$ cat src/rtl/music_pkg.sv
// Shared types and constants for the note-sequencer controller.
package music_pkg;

  localparam int ADDR_W = 6;
  localparam int NOTE_W = 5;

  localparam logic [NOTE_W-1:0] END_CODE  = 5'd31;
  localparam logic [NOTE_W-1:0] REST_CODE = 5'd0;
  localparam logic [ADDR_W-1:0] LAST_ADDR = 6'd63;

  typedef enum logic [2:0] {
    ST_IDLE,
    ST_FETCH,
    ST_LOAD,
    ST_PLAY,
    ST_GAP,
    ST_PAUSE
  } state_e;

endpackage

$ cat src/rtl/ms_tick.sv
// Free-running millisecond strobe: one-cycle pulse every CLK_FREQ/1000 clocks.
module ms_tick #(
  parameter int CLK_FREQ = 50_000_000
) (
  input  logic clk,
  input  logic rst_n,
  output logic tick_o
);

  localparam int DIV = (CLK_FREQ / 1000 > 1) ? CLK_FREQ / 1000 : 1;
  localparam int CW  = (DIV > 1) ? $clog2(DIV) : 1;
  localparam logic [CW-1:0] LAST = CW'(DIV - 1);

  logic [CW-1:0] cnt_q, cnt_d;

  always_comb begin
    cnt_d = (cnt_q == LAST) ? '0 : cnt_q + CW'(1);
  end

  always_ff @(posedge clk or negedge rst_n) begin
    if (!rst_n) cnt_q <= '0;
    else        cnt_q <= cnt_d;
  end

  assign tick_o = (cnt_q == LAST);

endmodule

$ cat src/rtl/music_player_ctrl.sv
// Note-sequencer controller: walks note memory, times beats/gaps on ms ticks.
// Define MUSIC_LOOP_EN to restart the song at address 0 instead of idling.
module music_player_ctrl
  import music_pkg::*;
#(
  parameter int CLK_FREQ = 50_000_000,
  parameter int BEAT_MS  = 250,
  parameter int GAP_MS   = 20
) (
  input  logic              clk,
  input  logic              rst_n,
  input  logic              play,
  input  logic              pause,
  input  logic              stop,
  input  logic [NOTE_W-1:0] music,
  output logic [ADDR_W-1:0] cnt,
  output logic [NOTE_W-1:0] note,
  output logic              mute,
  output logic              busy,
  output logic              done
);

  localparam int MS_MAX = (BEAT_MS > GAP_MS) ? BEAT_MS : GAP_MS;
  localparam int MS_W   = $clog2(MS_MAX + 1);
  localparam logic [MS_W-1:0] BEAT_LAST = MS_W'(BEAT_MS - 1);
  localparam logic [MS_W-1:0] GAP_LAST  = MS_W'(GAP_MS - 1);

`ifdef MUSIC_LOOP_EN
  localparam state_e END_NEXT = ST_FETCH;
`else
  localparam state_e END_NEXT = ST_IDLE;
`endif

  state_e              state_q, state_d;
  state_e              ret_q, ret_d;
  logic [MS_W-1:0]     ms_q, ms_d;
  logic [ADDR_W-1:0]   cnt_q, cnt_d;
  logic [NOTE_W-1:0]   note_q, note_d;
  logic                pend_q, pend_d;
  logic                done_q, done_d;
  logic                tick;
  logic                end_song;

  ms_tick #(.CLK_FREQ(CLK_FREQ)) u_ms_tick (
    .clk    (clk),
    .rst_n  (rst_n),
    .tick_o (tick)
  );

  // NOTE: every *_d gets a default first, so no path can infer a latch.
  always_comb begin
    state_d  = state_q;
    ret_d    = ret_q;
    ms_d     = ms_q;
    cnt_d    = cnt_q;
    note_d   = note_q;
    pend_d   = pend_q;
    done_d   = 1'b0;
    end_song = 1'b0;

    unique case (state_q)
      ST_IDLE: if (play) begin
        state_d = ST_FETCH;
        cnt_d   = '0;
        pend_d  = 1'b0;
      end
      ST_FETCH: begin
        if (pause) pend_d = 1'b1;
        state_d = ST_LOAD;
      end
      ST_LOAD: begin
        if (music == END_CODE) begin
          end_song = 1'b1;
        end else begin
          note_d = music;
          ms_d   = '0;
          pend_d = 1'b0;
          // A pause seen while the note was being fetched parks at beat start.
          if (pause || pend_q) begin
            state_d = ST_PAUSE;
            ret_d   = ST_PLAY;
          end else begin
            state_d = ST_PLAY;
          end
        end
      end
      ST_PLAY: begin
        if (pause) begin
          state_d = ST_PAUSE;
          ret_d   = ST_PLAY;
        end else if (tick) begin
          if (ms_q == BEAT_LAST) begin
            state_d = ST_GAP;
            ms_d    = '0;
          end else begin
            ms_d = ms_q + MS_W'(1);
          end
        end
      end
      ST_GAP: begin
        if (pause) begin
          state_d = ST_PAUSE;
          ret_d   = ST_GAP;
        end else if (tick) begin
          if (ms_q == GAP_LAST) begin
            if (cnt_q == LAST_ADDR) begin
              end_song = 1'b1;
            end else begin
              cnt_d   = cnt_q + ADDR_W'(1);
              state_d = ST_FETCH;
            end
          end else begin
            ms_d = ms_q + MS_W'(1);
          end
        end
      end
      ST_PAUSE: if (play) state_d = ret_q;
      default:  state_d = ST_IDLE;
    endcase

    if (end_song) begin
      done_d  = 1'b1;
      cnt_d   = '0;
      pend_d  = 1'b0;
      state_d = END_NEXT;
    end

    // Stop outranks everything, including a song ending in the same cycle.
    if (stop) begin
      state_d = ST_IDLE;
      cnt_d   = '0;
      note_d  = '0;
      ms_d    = '0;
      pend_d  = 1'b0;
      done_d  = 1'b0;
    end
  end

  // NOTE: non-blocking here so every flop samples the same pre-edge values.
  always_ff @(posedge clk or negedge rst_n) begin
    if (!rst_n) begin
      state_q <= ST_IDLE;
      ret_q   <= ST_PLAY;
      ms_q    <= '0;
      cnt_q   <= '0;
      note_q  <= '0;
      pend_q  <= 1'b0;
      done_q  <= 1'b0;
    end else begin
      state_q <= state_d;
      ret_q   <= ret_d;
      ms_q    <= ms_d;
      cnt_q   <= cnt_d;
      note_q  <= note_d;
      pend_q  <= pend_d;
      done_q  <= done_d;
    end
  end

  assign cnt  = cnt_q;
  assign note = note_q;
  assign done = done_q;
  assign busy = (state_q != ST_IDLE);
  assign mute = !((state_q == ST_PLAY) && (note_q != REST_CODE));

endmodule

$ cat config.mk
export PLATFORM = sky130hd
export DESIGN_NAME = music_player_ctrl
export DESIGN_NICKNAME = d
export VERILOG_FILES = /design/src/rtl/music_pkg.sv /design/src/rtl/ms_tick.sv /design/src/rtl/music_player_ctrl.sv
export SDC_FILE = /design/constraint.sdc
export NUM_CORES = 1
export LEC_CHECK = 0
export BUFFER_PORTS_ARGS = -buffer_cell sky130_fd_sc_hd__buf_2
export CAP_MARGIN = 0
export CORE_UTILIZATION = 25
export CTS_BUF_LIST = sky130_fd_sc_hd__clkbuf_4 sky130_fd_sc_hd__clkbuf_8 sky130_fd_sc_hd__clkbuf_16
export DETAILED_ROUTE_END_ITERATION = 16
export HOLD_SLACK_MARGIN = 0.02
export MAX_ROUTING_LAYER = met4
export SETUP_SLACK_MARGIN = 0.1
export SLEW_MARGIN = 20
export SYNTH_ARGS = -nofsm -noshare
export SYNTH_HDL_FRONTEND = slang
export SYNTH_SLANG_ARGS = --single-unit
$ cat constraint.sdc
create_clock -name clk -period 3 [get_ports clk]
set_input_delay 0.6 -clock clk [delete_from_list [all_inputs] [get_ports clk]]
set_output_delay 0.6 -clock clk [all_outputs]
set_load 0.05 [all_outputs]
## After elaboration in Yosys (flattened, before gate mapping)

Index checks and enable logic that the tools add are counted.

- Output and inout port bits: 14
- Register bits: 43

- Muxes and demuxes: 54
- Equal/unequal tests: 34
- Reductions and logical operators: 17
- Add/sub/neg operators: 3

Operator list:

| operator | number |
|---|---|
| $mux 8 | 8 |
| $mux 3 | 17 |
| $mux 6 | 7 |
| $ne 4x4->1 const B | 8 |
| $ne 5x5->1 const B | 5 |
| $pmux 8 s3 | 1 |
| $ne 3x3->1 const B | 6 |
| $pmux 3 s6 | 1 |
| $add 16x1->16 const B | 1 |
| $eq 16x16->1 const B | 1 |
| $mux 16 | 1 |
| $mux 5 | 3 |
| $mux 1 | 12 |
| $pmux 6 s2 | 1 |
| $ne 2x2->1 const B | 5 |
| $reduce_bool 5->1 | 2 |
| $pmux 3 s3 | 1 |
| $add 8x1->8 const B | 1 |
| $eq 8x5->1 const B | 1 |
| $eq 8x8->1 const B | 1 |
| $reduce_and 8->1 | 1 |
| $reduce_bool 4->1 | 2 |
| $reduce_and 7->1 | 1 |
| $add 6x1->6 const B | 1 |
| other kinds (17) | 20 |

## Longest topological paths before layout

Gate-level depths: netlist (run 1).

- Depth after elaboration: 8
- Gate-level depth with buffers: 8
- Depth with buffers taken out: 7

## Hierarchy

From an unflattened synthesis (run 1), not the netlist that was laid out.

- Cell total of the unflattened synthesis: 252
- Area, all modules: 2463.6 µm²

Modules (own cells, without submodules):

| module | instances | cells an instance | area an instance (µm²) |
|---|---|---|---|
| music_player_ctrl | 1 | 185 | 1701.6 |
| ms_tick | 1 | 67 | 762.0 |

## Least setup slack after synthesis (run 1)

OpenSTA, ideal clock, no wires.

- Path kind: flip-flop to output port
- Start point: register note_q[0] (netlist: note[0])
- End point: output mute
- Cell stages (with the launch flop): 3
- Data required time: 2.400 ns
- Arrival: 2.215 ns
- Path slack: 0.185 ns
- Path through: dfrtp_1 -> or4_1 -> o21ai_0

- Cells in the longest elaborated chain, start to end: 3

RTL lines:

| what | RTL line | source |
|---|---|---|
| from (decl) | music_player_ctrl.sv:38 | `logic [NOTE_W-1:0] note_q, note_d;` |
| from (signal assigned) | music_player_ctrl.sv:154 | `note_q <= note_d;` |
| $reduce_bool 5->1 | music_player_ctrl.sv:164 | `assign mute = !((state_q == ST_PLAY) && (note_q != REST_CODE));` |
| $logic_and 1x1->1 | music_player_ctrl.sv:164 |  |
| $logic_not 1->1 | music_player_ctrl.sv:164 |  |
| to (decl) | music_player_ctrl.sv:18 | `output logic mute,` |

Every way passes these cells.

## Worst setup path after layout (run 1)

- Start point: register ms_q[0]
- End point: register ms_q[7]

- Cells in the longest elaborated chain, start to end: 6
- Elaborated cells between the ends (all ways): 13
- Classes of those cells: 1 x add/sub; 3 x eq/ne; 8 x mux; 1 x reduce/logical

RTL lines:

| what | RTL line | source |
|---|---|---|
| from (decl) | music_player_ctrl.sv:36 | `logic [MS_W-1:0] ms_q, ms_d;` |
| from (signal assigned) | music_player_ctrl.sv:152 | `ms_q <= ms_d;` |
| $add 8x1->8 / $eq 8x8->1 (equally long branches) | music_player_ctrl.sv:96, music_player_ctrl.sv:113, music_player_ctrl.sv:92 |  |
| $mux 8, on equally long branches | music_player_ctrl.sv:105, music_player_ctrl.sv:92 |  |
| $mux 8, on equally long branches | music_player_ctrl.sv:104, music_player_ctrl.sv:91 |  |
| $mux 8, on equally long branches | music_player_ctrl.sv:101, music_player_ctrl.sv:88 |  |
| $pmux 8 s3 | music_player_ctrl.sv:61 | `unique case (state_q)` |
| $mux 8 | music_player_ctrl.sv:129 | `if (stop) begin` |

Several ways; a longest one is shown, not always the timed one. The select of a mux whose other input is x is not followed.
A chain may end at the register's enable or synchronous reset.

==> results of run 1 <==
kinds of logic (layout without fill, tap and decap cells):
| kind of cell | count (synthesis) | in the layout | synth area share |
|---|---|---|---|
| and+or+nand+nor | 116 | 116 | 0.249 |
| DFF | 42 | 42 | 0.401 |
| AOI/OAI and AO/OA | 74 | 74 | 0.209 |
| adders and majority gates | 4 | 4 | 0.0191 |
| muxes | 8 | 8 | 0.0305 |
| xor gates and xnor gates | 13 | 13 | 0.0434 |
| buffers and inverters | 29 | 52 | 0.0477 |
routing by layer:
| metal | track usage | part of all wire |
|---|---|---|
| met5 | - | 0 |
| met4 | 0.0418 | 0.013 |
| met3 | 0.0219 | 0.056 |
| met2 | 0.164 | 0.42 |
| met1 | 0.180 | 0.51 |
worst max-delay path, delay by kind of cell (launching register included):
kind / cells / cell delay, ns
DFF: 1 / 0.41
adders and majority gates: 1 / 0.26
buffers and inverters: 1 / 0.18
AOI/OAI and AO/OA: 2 / 0.48
and+or+nand+nor: 3 / 1.02
flip-flops by register name (all words and copies together), names as in the netlist:
| name | cells |
|---|---|
| cnt | 6 |
| done | 1 |
| ms_q | 8 |
| note | 5 |
| pend_q | 1 |
| ret_q | 2 |
| state_q | 3 |
| u_ms_tick.cnt_q | 16 |
area by class of cell:
| cell class | instances | share of cell area |
|---|---|---|
| multi-input combinational | 215 | 0.477 |
| sequential | 42 | 0.347 |
| timing repair buffer | 31 | 0.0586 |
| tap | 136 | 0.0561 |
| clock buffer | 5 | 0.0227 |
| clock inverter | 3 | 0.0227 |
| inverter | 13 | 0.0161 |
power breakdown:
group	switching, uW	internal, uW	total (uW)
Combinational	442	262	704
Clock	205	334	539
Sequential	64.3	620	684
Total	711	1210	1930
through the flow:
stage	util	worst slack [ns]
2_1_floorplan	-	0.185
5_1_grt	0.296	0.421
3_3_place_gp	0.283	0.588
3_5_place_dp	0.283	0.507
6_report	0.296	0.509
4_1_cts	0.296	0.553
final timing paths:
check	end	slack, ns	depth (start not counted)
max	ms_q[7]	0.51	7
min	cnt[3]	0.28	1
max reg2reg	ms_q[7]	0.51	7
min reg2reg	u_ms_tick.cnt_q[0]	0.49	1
max in group asynchronous	ret_q[1]	2.35	1
min in group clk	u_ms_tick.cnt_q[0]	0.49	1
layout by cell type, fill, tap and decap left out, types with 2 or more instances in the layout:
| cell type | instances |
|---|---|
| mux2i_1 | 8 |
| or4_1 | 3 |
| inv_1 | 13 |
| nand4_1 | 4 |
| a211oi_1 | 5 |
| o31ai_1 | 4 |
| nand4b_1 | 2 |
| o21ai_0 | 13 |
| buf_4 | 9 |
| nor4bb_1 | 2 |
| xnor2_1 | 6 |
| buf_2 | 22 |
| o311ai_0 | 2 |
| nand3_1 | 14 |
| nand2_1 | 20 |
| o32ai_1 | 2 |
| dfrtp_1 | 41 |
| a21oi_1 | 13 |
| and3_1 | 7 |
| nor3_1 | 2 |
| o22ai_1 | 3 |
| nor4_1 | 4 |
| xor2_1 | 7 |
| o41ai_2 | 2 |
| or3_1 | 4 |
| or4b_1 | 6 |
| o211ai_1 | 2 |
| bufinv_16 | 2 |
| or3b_1 | 2 |
| clkbuf_8 | 5 |
| nor2b_1 | 4 |
| or2_2 | 2 |
| o311ai_1 | 3 |
| o21ai_1 | 3 |
| ha_1 | 4 |
| nor2_1 | 31 |
==> summary.md, run 1 <==
| Metric | Value |
|---|---|
| CTS-repair resized insts | `0` |
| GRT Util Overall | `0.122` |
| Initial core utilization | `0.256` |
| Die span in x | `around 100 um` |
| Total vias in the final route | `roughly 2,300` |
| Clock tree skew after final layout | `around 0.008 ns` |
| Areal power density over the cells | `between 600 and 700 mW/mm^2` |
| Endpoint arrival time on the critical path | `2.65 ns` |
| Routability congestion estimate from global placement | `0.837` |
| Synth Warn # | `0` |
| Final antenna-violating net count | `0` |
| Max FO, Critical Path | `11` |
| Status | `finished, final reports clean` |
| Syn Area/Cell | `roughly 9 sq um` |
| Share of synthesized flip-flops with an asynchronous set or reset | `1.00` |
| Area of all sequential standard cells | `0.00105 sq mm` |
| Synth Instances | `286` |
| Minimum clock period after layout | `2.49 ns` |
| Clock buffers created by TritonCTS | `5` |
| Peak supply drop | `0.223 mV` |
| CTS Root Buffer Type | `clkbuf_8` |
| Lkg Pwr | `about 0.0012 uW` |
| Critical path startpoint | `ms_q[0]` |
| Post-Layout Inst Area | `slightly above 0.003 sq mm` |
| Routed vias/inst | `roughly 5.1` |
| Placed Cells | `between 400 and 500` |
| Number of synthesized register bits | `42` |
| Pwr Total | `1930 uW` |
| Number of ports placed on the die boundary | `24` |
| Max-slew violations | `0` |
| Stage delay of the slowest cell on the critical path | `~0.52 ns` |
| GRT overflow | `0` |
| Wire length of the first global-routing pass | `about 10 mm` |
| Sequential element share of the synthesized area | `0.401` |
| Initial detailed-routing violation count | `approximately 150` |
| Required time at the worst-slack endpoint | `between 3 and 4 ns` |
| R2R Path Start | `ms_q[0]` |
| Area enclosed by the die boundary | `about 0.011 sq mm` |
| Fraction of layout cells with a size suffix above 1 | `0.168` |
| Max-cap viol count | `0` |
| Critical path cell sequence | `ha_1 -> or4b_4 -> o31ai_2 -> nor3b_2 -> buf_4 -> or3b_1 -> o32ai_1` |
| Filler Cell Count | `1,074` |
| Post-route DRC violation count | `0` |
| Peak Freq | `0.401 GHz` |
| Number of detailed-route iterations in the first pass | `4` |
| Number of hold buffers added after cts | `0` |
| Number of cell rows | `37` |
| CTS H-tree depth | `2` |
| Wire per inst | `13.7 um` |
| Instance area after placement | `roughly 0.0029 sq mm` |
| Port-buffer cells | `23` |
| Cell area after technology mapping | `roughly 0.0026 sq mm` |
| Fin nets | `around 320` |
| Pin count of the biggest net entering global routing | `43` |
| Path category of the worst min-delay check | `input port to asynchronous set/reset pin` |
| Number of distinct library cells after synthesis | `69` |
| Num Clock Sinks | `42` |
| Slew of the pin with the lowest slew margin | `0.747 ns` |
| Startpoint kind of the worst setup timing path | `flop` |
| Vias in the first global route | `~2,100` |
| Number of diodes added for antenna fixing | `0` |
| Clock slew seen by the registers of the worst setup and hold paths | `around 0.090 ns` |
| Total Negative Setup Slacks | `0 ns` |
| Critical setup path kind | `flop to flop` |
| Share of the synthesized area in the top cell type | `0.391` |
| Setup repair after global routing missed its margin | `no` |
| Area growth, synth to finish | `15.6%` |
| Most common cell in the netlist | `dfrtp_1` |
| Number of hold violations in the final report | `0` |
| Worst-case clock buffer depth | `2` |
| Largest area contributor in the netlist | `dfrtp_1` |
| Type of destination of the critical path | `flop` |
| Leading cell types by count after synthesis | `dfrtp_1, nor2_1, nand2_1` |
| Total nets after synthesis | `300` |
| Routed Wire Length | `approximately 6 mm` |
| Height of the chip | `~100 um` |
| Setup bufs post-CTS | `0` |
| Share of the clock period used by the worst path | `0.830` |
| Worst hold slack | `0.279 ns` |
| Post-synth EDFFs | `0` |
| Number of standard cells in the final layout excluding fillers | `445` |
| Max_slew headroom | `0.501` |
| Slowest cell on the critical path | `or4b_4` |
| Clock tree from TritonCTS | `built` |
| Prevailing post-synth register cell | `dfrtp_1` |
| Final-report setup violation count | `0` |
| Number of antenna violations at the first check in global routing | `0` |
| Ranking of synthesized cells by area | `dfrtp_1, nor2_1, mux2i_1` |
| Area inside the core boundary | `~0.010 sq mm` |
| Detailed-placement wirelength estimate | `roughly 4.5 mm` |
| Clock network latency to the later pin of the worst-skew pair | `0.29 ns` |
| Area occupied by multi-input gates | `about 0.0014 sq mm` |
Power figures use the tool's default switching activity.
==> run 2, diff against run 1 <==
==> constraint.sdc (replaced) <==
create_clock -name clk -period 2.2 [get_ports clk]
set_input_delay 0.44 -clock clk [delete_from_list [all_inputs] [get_ports clk]]
set_output_delay 0.44 -clock clk [all_outputs]
set_load 0.05 [all_outputs]
==> summary.md, run 2 (synthesis results as in run 1) <==
| Metric | Value |
|---|---|
| Max_slew headroom | `0.615 (+0.114)` |
| Peak supply drop | `0.437 mV (+96%)` |
| Critical setup path kind | `flop to flop` |
| Minimum clock period after layout | `2.23 ns (-0.265 ns)` |
| Number of hold violations in the final report | `0 (unchanged)` |
| Wire length of the first global-routing pass | `11.2 mm (+6.6%)` |
| Routed vias/inst | `4.99 (-2.8%)` |
| Instance area after placement | `0.00310 sq mm (+7.2%)` |
| Clock slew seen by the registers of the worst setup and hold paths | `0.09 ns (about the same)` |
| GRT Util Overall | `0.128 (+0.00646)` |
| Slowest cell on the critical path | `or4b_4` |
| Area enclosed by the die boundary | `0.0109 sq mm (unchanged)` |
| Clock tree from TritonCTS | `built` |
| Number of hold buffers added after cts | `0 (unchanged)` |
| Fraction of layout cells with a size suffix above 1 | `0.328 (+0.159)` |
| Fin nets | `358 (+11%)` |
| Num Clock Sinks | `42 (unchanged)` |
| M1 GR Usage | `0.182 (+0.00266)` |
| Max-slew violations | `0 (unchanged)` |
| Violated checks | `negative setup slack` |
| Final critical-path setup slack | `-0.0263 ns (-0.535 ns)` |
| Max FO, Critical Path | `5 (-6)` |
| CTS H-tree depth | `2 (unchanged)` |
| Clock network latency to the later pin of the worst-skew pair | `0.29 ns (about the same)` |
| Vias in the first global route | `2,243 (+6.4%)` |
| Startpoint kind of the worst setup timing path | `flop` |
| Areal power density over the cells | `844 mW/mm^2 (+33%)` |
| Height of the chip | `104 um (unchanged)` |
| Register-to-register setup slack | `-0.03 ns (-0.54 ns)` |
| Area growth, synth to finish | `31.8%` |
| Register with the highest flop count | `u_ms_tick.cnt_q` |
| Path category of the worst min-delay check | `input port to asynchronous set/reset pin` |
| Final-report setup violation count | `1 (+1)` |
| Area occupied by multi-input gates | `0.00158 sq mm (+9.3%)` |
| Stage delay of the slowest cell on the critical path | `0.51 ns (about the same)` |
| GRT overflow | `0 (unchanged)` |
| Initial detailed-routing violation count | `207 (+41%)` |
| Area of all sequential standard cells | `0.00106 sq mm (+0.48%)` |
| Met2 Use GR | `0.188 (+0.0246)` |
| Number of diodes added for antenna fixing | `0 (unchanged)` |
| Register-to-Register Path Depth | `7 (unchanged)` |
| Routed Wire Length | `6.74 mm (+11%)` |
| Clock buffers created by TritonCTS | `5 (unchanged)` |
| Number of ports placed on the die boundary | `24 (unchanged)` |
| Slew of the pin with the lowest slew margin | `0.572 ns (-0.174 ns)` |
| Wire per inst | `14.0 um (+2.3%)` |
| Filler Cell Count | `1,042 (-3.0%)` |
| Area inside the core boundary | `0.0102 sq mm (unchanged)` |
| Status | `complete, but fails checks` |
| Pin count of the biggest net entering global routing | `43 (unchanged)` |
| Met3 Usage GRT | `0.0238 (+0.00188)` |
| Die span in x | `104 um (unchanged)` |
| Worst-case clock buffer depth | `2 (unchanged)` |
| Commonest cells after routing, fill and taps aside | `buf_4, dfrtp_1, nor2_1` |
| Flip-flop count of the largest register after layout | `16 (unchanged)` |
| Initial core utilization | `0.256 (unchanged)` |
| R2R Path Start | `state_q[0]` |
| Worst slack after detailed placement | `-0.00451 ns (-0.512 ns)` |
| Peak Freq | `0.449 GHz (+12%)` |
| Type of destination of the critical path | `flop` |
| Setup repair after global routing missed its margin | `yes` |
| Clock tree skew after final layout | `0.00442 ns (-0.00380 ns)` |
| Final antenna-violating net count | `0 (unchanged)` |
| Routability congestion estimate from global placement | `0.844 (+0.78%)` |
| Port-buffer cells | `23 (unchanged)` |
| Critical path cell sequence | `or3b_4 -> a31oi_4 -> nor3b_4 -> buf_6 -> buf_6 -> or4b_4 -> a21oi_2` |
| Reg-to-reg critical path endpoint | `ms_q[0]` |
| Detailed-placement wirelength estimate | `4.70 mm (+5.3%)` |
| Max-cap viol count | `0 (unchanged)` |
| Most used routing layer in global routing | `met2` |
| Cell repeated most along the worst path | `buf_6` |
| Lkg Pwr | `0.00146 uW (+18%)` |
| Share of the clock period used by the worst path | `1.01 (+0.182)` |
| Required time at the worst-slack endpoint | `2.42 ns (-0.74 ns)` |
| Post-route DRC violation count | `0 (unchanged)` |
| Post-Layout Inst Area | `0.00346 sq mm (+14%)` |
| Number of cell rows | `37 (unchanged)` |
| Endpoint arrival time on the critical path | `2.45 ns (-0.20 ns)` |
| Total vias in the final route | `2,401 (+5.1%)` |
| Share of the core filled with cells | `0.338 (+0.0415)` |
| Number of antenna violations at the first check in global routing | `0 (unchanged)` |
| Most common cell after layout, fill and taps aside | `buf_4` |
| CTS Root Buffer Type | `clkbuf_8` |
| Number of detailed-route iterations in the first pass | `4 (unchanged)` |
-- run 2: report_power, final --
| group | switching, uW | internal, uW | total, uW |
|---|---|---|---|
| combinational | 711 | 540 | 1250 |
| sequential | 76.8 | 849 | 926 |
| clock | 285 | 455 | 740 |
-- run 2: area by class of cell --
| type | instances | area share |
|---|---|---|
| inverter | 13 | 0.0141 |
| timing repair buffer | 67 | 0.134 |
| clock inverter | 3 | 0.0199 |
| clock buffer | 5 | 0.0199 |
| multi-input combinational | 215 | 0.457 |
| tap | 136 | 0.0492 |
| sequential | 42 | 0.306 |
-- run 2: worst max-delay path by stage --
| stage | startpoint | to | slack [ns] |
|---|---|---|---|
| after floorplan | ms_q[0] | cnt[2] | 0.1 |
| after detailed placement | ms_q[0] | ms_q[7] | -0.005 |
| after global routing | state_q[0] | ms_q[0] | -0.03 |
| final | state_q[0] | ms_q[0] | -0.03 |
| after global placement | pause | cnt[5] | 0.03 |
| after CTS | ms_q[0] | ms_q[7] | 0.05 |
-- run 2: repair_timing --
item / 4_1_cts / 5_1_grt
pin swaps: 0 / 20
resized for setup: 11 / 28
cloned: 1 / 0
endpoints found under the setup margin: 14 / 16
buffers inserted: 2 / 6
endpoints found under the hold margin: 0 / 0
-- run 2: layer usage --
layer	share of wire	up-vias
met5	0	-
met4	0.0059	0
met3	0.044	2
met2	0.46	53
met1	0.49	1162
li1	-	1184
-- run 2: worst max-delay path: cells and delay by family, from the launching register on --
kind	cells	cell delay (ns)
compound gates	2	0.40
buf+inv	2	0.24
flops	1	0.46
simple gates	3	1.05
-- run 2: stage by stage --
stage	total power [uW]	TNS, ns	hold slack [ns]	instances
after floorplan	1680	0	0.144	286
after global placement	1960	0	0.480	464
after detailed placement	1970	-0.00451	0.482	464
after CTS	2780	0	0.237	475
after global routing	3090	-0.170	0.275	481
final	2920	-0.0263	0.210	481
==> run 3, diff against run 2 <==
--- a/config.mk
+++ b/config.mk
@@ -13,6 +13,7 @@
 export HOLD_SLACK_MARGIN = 0.02
 export MAX_ROUTING_LAYER = met4
 export SETUP_SLACK_MARGIN = 0.1
+export SKIP_CTS_REPAIR_TIMING = 1
 export SLEW_MARGIN = 20
 export SYNTH_ARGS = -nofsm -noshare
 export SYNTH_HDL_FRONTEND = slang
==> summary.md, run 3 (synthesis results as in run 1) <==
| Metric | Value |
|---|---|
| Post-route DRC violation count | `0 (unchanged)` |
| Kind of cell adding the most delay to the critical path | `simple AND/OR/NAND/NOR gates` |
| Required time at the worst-slack endpoint | `2.40 ns (-0.02 ns)` |
| Peak supply drop | `0.422 mV (-3.6%)` |
| Die span in x | `104 um (unchanged)` |
| Area growth, synth to finish | `27.6%` |
| Number of cell rows | `37 (unchanged)` |
| Pin count of the biggest net entering global routing | `43 (unchanged)` |
| Flip-flop count of the largest register after layout | `16 (unchanged)` |
| Vias in the first global route | `2,243 (unchanged)` |
| Clock tree skew after final layout | `0.00435 ns (-0.0000771 ns)` |
| Wire length of the first global-routing pass | `11.0 mm (-1.5%)` |
| Worst hold slack | `0.210 ns (+0.000560 ns)` |
| Detailed-placement wirelength estimate | `4.70 mm (unchanged)` |
| Num Clock Sinks | `42 (unchanged)` |
| CTS Root Buffer Type | `clkbuf_8` |
| Number of diodes added for antenna fixing | `0 (unchanged)` |
| Port-buffer cells | `23 (unchanged)` |
| Final antenna-violating net count | `0 (unchanged)` |
| Max_slew headroom | `0.609 (-0.00629)` |
| Area inside the core boundary | `0.0102 sq mm (unchanged)` |
| Type of destination of the critical path | `flop` |
| Height of the chip | `104 um (unchanged)` |
| Critical path cell sequence | `ha_4 -> or4b_4 -> o31ai_4 -> nor3b_4 -> buf_6 -> a211oi_2 -> o32ai_2` |
| GRT overflow | `0 (unchanged)` |
| Wire per inst | `14.0 um (about the same)` |
| Fraction of layout cells with a size suffix above 1 | `0.285 (-0.0422)` |
| Max-slew violations | `0 (unchanged)` |
| Reg-to-reg critical path endpoint | `ms_q[7]` |
| Setup repair after global routing missed its margin | `yes` |
| Worst-case clock buffer depth | `2 (unchanged)` |
| Most common cell after layout, fill and taps aside | `dfrtp_1` |
| Routability congestion estimate from global placement | `0.844 (unchanged)` |
| Final-report setup violation count | `4 (+3)` |
| Routed vias/inst | `5.01 (+0.38%)` |
| Initial core utilization | `0.256 (unchanged)` |
| Number of antenna violations at the first check in global routing | `0 (unchanged)` |
| Path category of the worst min-delay check | `input port to asynchronous set/reset pin` |
| Buffers and inverters on the worst path | `1 (-1)` |
| CTS H-tree depth | `2 (unchanged)` |
| Final critical-path setup slack | `-0.0373 ns (-0.0110 ns)` |
| Initial detailed-routing violation count | `232 (+12%)` |
| Status | `complete, but fails checks` |
| Routed Wire Length | `6.67 mm (-1.1%)` |
| Area occupied by multi-input gates | `0.00153 sq mm (-3.5%)` |
| Startpoint kind of the worst setup timing path | `flop` |
| R2R Path Start | `ms_q[1]` |
| Max FO, Critical Path | `5 (unchanged)` |
| Slew of the pin with the lowest slew margin | `0.582 ns (+0.00935 ns)` |
| Slowest cell on the critical path | `or4b_4` |
| Fin nets | `353 (-1.4%)` |
| Register-to-Register Path Depth | `7 (unchanged)` |
| Instance area after placement | `0.00310 sq mm (unchanged)` |
| Stage delay of the slowest cell on the critical path | `0.51 ns (about the same)` |
| Peak Freq | `0.447 GHz (-0.49%)` |
| Commonest cells after routing, fill and taps aside | `dfrtp_1, buf_4, nor2_1` |
| Max-cap viol count | `0 (unchanged)` |
| Minimum clock period after layout | `2.24 ns (+0.0110 ns)` |
| Share of the clock period used by the worst path | `1.02 (+0.00499)` |
| Number of hold violations in the final report | `0 (unchanged)` |
| Clock network latency to the later pin of the worst-skew pair | `0.29 ns (about the same)` |
| Area of all sequential standard cells | `0.00105 sq mm (-0.24%)` |
| Filler Cell Count | `1,060 (+1.7%)` |
| Endpoint arrival time on the critical path | `2.44 ns (about the same)` |
| Lkg Pwr | `0.00141 uW (-3.5%)` |
| Total vias in the final route | `2,385 (-0.67%)` |
| Critical setup path kind | `flop to flop` |
| Register-to-register setup slack | `-0.04 ns (about the same)` |
| Number of ports placed on the die boundary | `24 (unchanged)` |
| Clock slew seen by the registers of the worst setup and hold paths | `0.09 ns (about the same)` |
| Areal power density over the cells | `836 mW/mm^2 (-0.93%)` |
| Area enclosed by the die boundary | `0.0109 sq mm (unchanged)` |
| GRT Util Overall | `0.126 (-0.00179)` |
| Register with the highest flop count | `u_ms_tick.cnt_q` |
| Violated checks | `negative setup slack` |
| Post-Layout Inst Area | `0.00335 sq mm (-3.1%)` |
| Clock buffers created by TritonCTS | `5 (unchanged)` |
| Clock tree from TritonCTS | `built` |
| Number of detailed-route iterations in the first pass | `4 (unchanged)` |
run 3: changes by cell type in the layout (fill, tap and decap cells not counted), moves of 2 or more:
cell,delta
dfrtp_1,+2
a21boi_2,+2
buf_4,-3
a21boi_4,-2
buf_6,-3
nor2_1,+2
dfrtp_2,-2
run 3: layout make-up:
class | count | area share
Sequential cell | 42 | 0.315
Clock buffer | 5 | 0.0206
Timing Repair Buffer | 62 | 0.123
Inverter | 13 | 0.0146
Tap cell | 136 | 0.0508
Clock inverter | 3 | 0.0206
Multi-Input combinational cell | 215 | 0.456
run 3: stage by stage:
stage	setup TNS, ns	setup slack, ns	power [uW]	utilization	instances
after floorplan	0	0.0969	1680	-	286
after global routing	-0.715	-0.103	2970	0.327	476
after detailed placement	-0.00451	-0.00451	1970	0.303	464
after global placement	0	0.0283	1960	0.303	464
final	-0.0896	-0.0373	2800	0.327	476
after CTS	-0.175	-0.0581	2720	0.317	472
run 3: how the worst max path moves through the flow:
stage          startpoint      end  slack, ns  cells after the start
6_report          ms_q[1]  ms_q[7]      -0.04                      7
2_1_floorplan     ms_q[0]   cnt[2]        0.1                      6
3_3_place_gp        pause   cnt[5]       0.03                      6
3_5_place_dp      ms_q[0]  ms_q[7]     -0.005                      7
4_1_cts           ms_q[0]  ms_q[7]      -0.06                      7
5_1_grt           ms_q[1]  ms_q[7]      -0.10                      7
run 3: where the power goes:
part	switching [uW]	total, uW	internal, uW
logic	678	1140	458
registers	78.8	924	846
clock network	284	739	455
run 3: metal layers:
metal  global-route usage  vias up  share of wire
met4               0.0265        0         0.0060
met3               0.0238        2          0.036
met2                0.183       50           0.45
met1                0.182     1157           0.51
met5                    -        -              0
li1                     -     1176              -
